===== src/rtl/cfg_seq_pkg.sv =====
// Shared types and helpers for the configuration chain sequencer.
// Holds the state enum, default sizes and the segment length field extractor.
package cfg_seq_pkg;

    localparam int NUM_SEG_DEF = 4;
    localparam int LEN_W_DEF   = 8;
    localparam int SEG_BUS_MAX = 512;

    typedef enum logic [2:0] {
        IDLE,
        LOAD,
        SHIFT,
        SEG_END,
        DONE,
        ERR
    } state_e;

    // Extract the w-bit field i from a packed length bus (zero-extended bus).
    function automatic logic [31:0] seg_field(
        input logic [SEG_BUS_MAX-1:0] bus,
        input int                     i,
        input int                     w
    );
        return 32'(bus >> (i * w)) & ((32'd1 << w) - 32'd1);
    endfunction

endpackage


===== src/rtl/cfg_bit_counter.sv =====
// Load / increment / terminal-count counter.
// tc is high while the next increment would bring the count up to len.
module cfg_bit_counter
    import cfg_seq_pkg::*;
#(
    parameter int W = LEN_W_DEF
) (
    input  logic         clk,
    input  logic         reset,
    input  logic         load,
    input  logic         inc,
    input  logic [W-1:0] len,
    output logic         tc
);

    logic [W-1:0] cnt_q;
    logic [W-1:0] cnt_d;
    logic [W-1:0] len_q;
    logic [W-1:0] len_d;

    // Load clears the count and captures the limit; inc steps the count.
    always_comb begin
        cnt_d = cnt_q;
        len_d = len_q;
        if (load) begin
            cnt_d = '0;
            len_d = len;
        end else if (inc) begin
            cnt_d = cnt_q + W'(1);
        end
    end

    // Count and limit registers.
    always_ff @(posedge clk or posedge reset) begin
        if (reset) begin
            cnt_q <= '0;
            len_q <= '0;
        end else begin
            cnt_q <= cnt_d;
            len_q <= len_d;
        end
    end

    assign tc = ((cnt_q + W'(1)) == len_q);

endmodule


===== src/rtl/cfg_chain_sequencer.sv =====
// Serial programmer for the emulator configuration chain segments.
// Optional stall timeout with ERR state when CFG_TIMEOUT_EN is defined.
module cfg_chain_sequencer
    import cfg_seq_pkg::*;
#(
    parameter int NUM_SEG = NUM_SEG_DEF,
    parameter int LEN_W   = LEN_W_DEF,
    parameter int IDX_W   = (NUM_SEG > 1) ? $clog2(NUM_SEG) : 1
`ifdef CFG_TIMEOUT_EN
    ,
    parameter int TIMEOUT = 255
`endif
) (
    input  logic                     clk,
    input  logic                     reset,
    input  logic                     start,
    input  logic [NUM_SEG*LEN_W-1:0] seg_len,
    input  logic                     bit_valid,
    input  logic                     bit_data,
    output logic                     bit_ready,
    output logic                     cfg_data,
    output logic [NUM_SEG-1:0]       cfg_shift_en,
    output logic [NUM_SEG-1:0]       seg_done,
    output logic                     prgm_b,
    output logic                     busy,
    output logic                     error
);

    localparam logic [IDX_W-1:0] LAST_IDX = IDX_W'(NUM_SEG - 1);

    state_e             state_q;
    state_e             state_d;
    logic [IDX_W-1:0]   idx_q;
    logic [IDX_W-1:0]   idx_d;
    logic [NUM_SEG-1:0] seg_done_q;
    logic [NUM_SEG-1:0] seg_done_d;
    logic [NUM_SEG-1:0] shift_en_q;
    logic [NUM_SEG-1:0] shift_en_d;
    logic               cfg_data_q;
    logic               cfg_data_d;

    logic               hs;
    logic               load;
    logic               bit_tc;
    logic [LEN_W-1:0]   len_sel;

    assign len_sel   = LEN_W'(seg_field(SEG_BUS_MAX'(seg_len), int'(idx_q), LEN_W));
    assign load      = (state_q == LOAD);
    assign bit_ready = (state_q == SHIFT);
    assign hs        = bit_valid & bit_ready;

    // Bit counter: captured length in LOAD, stepped on every accepted bit.
    cfg_bit_counter #(
        .W(LEN_W)
    ) u_bit_cnt (
        .clk  (clk),
        .reset(reset),
        .load (load),
        .inc  (hs),
        .len  (len_sel),
        .tc   (bit_tc)
    );

`ifdef CFG_TIMEOUT_EN
    logic stall_inc;
    logic stall_tc;

    assign stall_inc = bit_ready & ~bit_valid;

    // Stall counter: restarted on SHIFT entry and on each handshake.
    cfg_bit_counter #(
        .W(LEN_W)
    ) u_stall_cnt (
        .clk  (clk),
        .reset(reset),
        .load (load | hs),
        .inc  (stall_inc),
        .len  (LEN_W'(TIMEOUT)),
        .tc   (stall_tc)
    );

    assign error = (state_q == ERR);
`else
    assign error = 1'b0;
`endif

    // Next-state, segment index, done flags and serial output staging.
    always_comb begin
        state_d    = state_q;
        idx_d      = idx_q;
        seg_done_d = seg_done_q;
        cfg_data_d = cfg_data_q;
        shift_en_d = '0;
        unique case (state_q)
            IDLE, DONE, ERR: begin
                if (start) begin
                    state_d    = LOAD;
                    idx_d      = '0;
                    seg_done_d = '0;
                end
            end
            LOAD: begin
                state_d = (len_sel == '0) ? SEG_END : SHIFT;
            end
            SHIFT: begin
                if (hs) begin
                    cfg_data_d = bit_data;
                    shift_en_d = NUM_SEG'(1) << idx_q;
                    if (bit_tc) begin
                        state_d = SEG_END;
                    end
                end
`ifdef CFG_TIMEOUT_EN
                else if (stall_inc && stall_tc) begin
                    state_d = ERR;
                end
`endif
            end
            SEG_END: begin
                seg_done_d[idx_q] = 1'b1;
                if (idx_q == LAST_IDX) begin
                    state_d = DONE;
                end else begin
                    idx_d   = idx_q + IDX_W'(1);
                    state_d = LOAD;
                end
            end
            default: begin
                state_d = IDLE;
            end
        endcase
    end

    // State and output registers; reset aborts any pass in progress.
    always_ff @(posedge clk or posedge reset) begin
        if (reset) begin
            state_q    <= IDLE;
            idx_q      <= '0;
            seg_done_q <= '0;
            shift_en_q <= '0;
            cfg_data_q <= 1'b0;
        end else begin
            state_q    <= state_d;
            idx_q      <= idx_d;
            seg_done_q <= seg_done_d;
            shift_en_q <= shift_en_d;
            cfg_data_q <= cfg_data_d;
        end
    end

    assign cfg_data     = cfg_data_q;
    assign cfg_shift_en = shift_en_q;
    assign seg_done     = seg_done_q;
    assign prgm_b       = (state_q == DONE);
    assign busy         = (state_q != IDLE) && (state_q != DONE);

endmodule


===== config.mk =====
export PLATFORM = sky130hd
export DESIGN_NAME = cfg_chain_sequencer
export DESIGN_NICKNAME = d
export VERILOG_FILES = /design/src/rtl/cfg_seq_pkg.sv /design/src/rtl/cfg_bit_counter.sv /design/src/rtl/cfg_chain_sequencer.sv
export SDC_FILE = /design/constraint.sdc
export NUM_CORES = 1
export LEC_CHECK = 0
export ABC_AREA = 1
export ABC_CLOCK_PERIOD_IN_PS = 2900
export BUFFER_PORTS_ARGS = -buffer_cell sky130_fd_sc_hd__buf_2
export CAP_MARGIN = 20
export CORE_MARGIN = 2
export CORE_UTILIZATION = 45
export DETAILED_ROUTE_END_ITERATION = 12
export PLACE_DENSITY = 0.67
export SLEW_MARGIN = 5
export SYNTH_ARGS = -nofsm -noshare
export SYNTH_HDL_FRONTEND = slang
export SYNTH_SLANG_ARGS = --single-unit

===== constraint.sdc =====
create_clock -name clk -period 2.9 [get_ports clk]
set_input_delay 0 -clock clk [delete_from_list [all_inputs] [get_ports clk]]
set_output_delay 0 -clock clk [all_outputs]
set_load 0.005 [all_outputs]

==> impl_metrics.py <==
metrics = {
    "placed_design": {
        "port_buffers": 48,
        "hpwl_microns": 3130,
        "place_congestion": 0.816,
        "dpl-instance-area_sq_um": 2130,
        "dp.cells": 360,
    },
    "clock_tree": {
        "max-clock-path-buffers": 2,
        "cts_made_buffers": 5,
        "postCtsSetupBuffers": 0,
        "path_clk_slew_ns": 0.06,
        "root_buffer": "clkbuf_8",
        "cts_num_sinks": 30,
        "htree_levels": 2,
        "cts_resized": 0,
        "clk_latency_ns": 0.28,
        "tritoncts": "done",
        "cts_hold_buf": 2,
    },
    "timing": {
        "report.final.slew_viol_count": 0,
        "setup-tns-final_ns": 0,
        "slew_headroom_pct": 62.1,
        "fmax_ghz": 0.539,
        "fin_worst_skew_ns": 0.00487,
        "finalCriticalPeriod_ns": 1.86,
        "finalHoldViolations": 0,
        "period_share_pct": 64.0,
        "worstMarginPinSlew_ns": 0.568,
        "rsz0062_at_grt": "false",
        "timing.hold.ws_ns": 0.0237,
        "setup_viol": 0,
    },
    "layout": {
        "fin_area_sq_um": 2240,
        "num-nets-final": 361,
        "area_growth_pct": 20.4,
        "finalNonFillerCells": 370,
        "drive_above_1_share_pct": 22.2,
        "antennaDiodeCount": 0,
    },
    "synth": {
        "yosysUniqueCellTypes": 24,
        "ys_async_sr_fraction_pct": 100,
        "synth-edff-count": 0,
        "synthTopCellsByArea": "dfrtp_1 (40%), nand2_1 (18%), nand3_1 (8.4%)",
        "syn-cell-area_sq_um": 1860,
        "syn_inst": 268,
        "yosys_warnings": 0,
        "synth-seq-area-share_pct": 40.4,
        "synth_seq_cells": 30,
        "synthFlopType": "dfrtp_1",
        "avgSynthCellArea_sq_um": 6.93,
        "syn_nets": 310,
        "yosysTopAreaCell": "dfrtp_1",
        "synth_top_area_share_pct": 40.4,
    },
    "setup_path": {
        "crit_path_start_kind": "flip-flop",
        "worst-path-max-fanout": 20,
        "worstPathRequired_ns": 3.11,
        "endpoint_kind": "flip-flop",
        "critPathArrivalTime_ns": 2.07,
        "critPathKind": "flip-flop to flip-flop",
    },
    "die": {
        "start_util_pct": 46.4,
        "fp.dieArea_sq_um": 4660,
        "die_h_microns": 68.3,
        "fp-row-count": 23,
        "die_w_microns": 68.3,
        "core-area_sq_um": 4000,
        "io_pins": 50,
    },
    "route": {
        "drt_first_pass_iters": 4,
        "routedWlPerCell_microns": 11.1,
        "drt_iter0_markers": 74,
        "drcViolationCount": 0,
        "ant_nets": 0,
        "vias_per_cell": 4.78,
        "routed-via-count": 1770,
        "totalWireLength_microns": 4120,
    },
    "pwr": {
        "powerDensity_nw_per_um2": 815,
        "p_leak_nw": 1.22,
        "vdd_drop_max_mv": 0.366,
    },
    "global_routing": {
        "grt_max_degree": 31,
        "grt.total_usage_pct": 20.0,
        "grt_pass1_vias": 1608,
        "grt_overflow_total": 0,
        "antenna_found_initial": 0,
        "grt_pass1_wl_microns": 6950,
    },
    "min_path": {
        "hold_path_class": "input port to flip-flop",
    },
    "flow_run": {
        "drv_cap": 0,
    },
    "run_status": {
        "outcome": "complete, no violations",
    },
}
## logic make-up after synthesis
| family | count (synthesis) | share of synthesized area [%] |
|---|---|---|
| and+or+nand+nor | 163 | 39.1 |
| buffers and inverters | 42 | 9.36 |
| DFF | 30 | 40.4 |
| AOI/OAI and AO/OA | 27 | 7.61 |
| adders and majority gates | 5 | 3.37 |
| other | 1 | 0.202 |
## critical path, cell delays in order (launching register included)
cell     delay, ns
dfrtp_1       0.70
inv_2         0.28
nand2_1       0.13
nand3_1       0.07
nand2_1       0.08
nand2_1       0.06
nor2_1        0.13
nand4_1       0.12
nand3_1       0.10
nand3_1       0.07
nand2_1       0.06
## Yosys cell counts, types with 3 or more instances
cell type  count
buf_2          4
buf_4          3
dfrtp_1       30
ha_1           5
inv_1         31
inv_2          3
nand2_1       90
nand2_2        3
nand3_1       31
nand4_1        6
nor2_1        22
nor2_2         3
o21ai_0       21
o22ai_1        3
## routing by layer
metal,routed length [microns],track usage (%),up-vias
li1,-,-,948
met1,2070,26.2,773
met2,1800,32.0,44
met3,181,3.45,5
met4,72,9.00,0
met5,0,0,-
## report_power, final
| group | total, W | internal (W) | switching (W) |
|---|---|---|---|
| combinational | 0.000788 | 0.000298 | 0.000490 |
| sequential | 0.000698 | 0.000554 | 0.000144 |
| clock | 0.000338 | 0.000191 | 0.000147 |
| total | 0.00182 | 0.00104 | 0.000782 |
## registers in the layout, indices dropped and copies added (netlist names)
register,cells
seg_done,4
cfg_data,1
u_bit_cnt.cnt_q,8
cfg_shift_en,4
state_q,3
idx_q,2
u_bit_cnt.len_q,8
## metrics by stage
stage	power [W]	utilization [%]	worst slack [ns]
after global routing	0.00203	55.9	0.752
final	0.00182	55.9	1.04
after CTS	0.00185	55.9	1.02
after floorplan	0.00128	-	1.35
after global placement	0.00149	53.1	1.03
after detailed placement	0.00149	53.1	1.04
## area by class of cell
type,instances,area (sq um)
clock buffers,7,86.3
clock inverters,1,5.00
fillers,405,1760
inverters,35,131
multi-input cells,196,933
flip-flops and latches,30,751
well taps,50,62.6
repair buffers,51,268
## path summary, 6_finish.rpt
| kind | cells after the start | end | start | slack, ns |
|---|---|---|---|---|
| max reg2reg | 10 | state_q[0] | idx_q[0] | 1.04 |
| max | 10 | state_q[0] | idx_q[0] | 1.04 |
| min reg2reg | 2 | cfg_data | cfg_data | 0.48 |
| min in group asynchronous | 4 | u_bit_cnt.cnt_q[6] | reset | 0.35 |
| min | 4 | state_q[0] | start | 0.02 |
| max in group asynchronous | 4 | u_bit_cnt.cnt_q[1] | reset | 2.27 |
## cells in the final DEF (no fill, tap or decap), types with 2 or more instances in the layout
cell type / count
nor2_4: 2
o21ai_0: 21
buf_2: 48
inv_1: 31
dlygate4sd3_1: 2
clkbuf_8: 6
nor2_2: 3
nand3b_1: 2
ha_1: 5
or2_2: 2
inv_2: 3
nor2_1: 22
nand2_1: 90
o22ai_1: 3
nand3_1: 31
dfrtp_1: 30
nand2_2: 3
nand4_1: 6
No activity file was read; power rests on OpenSTA's default activity.
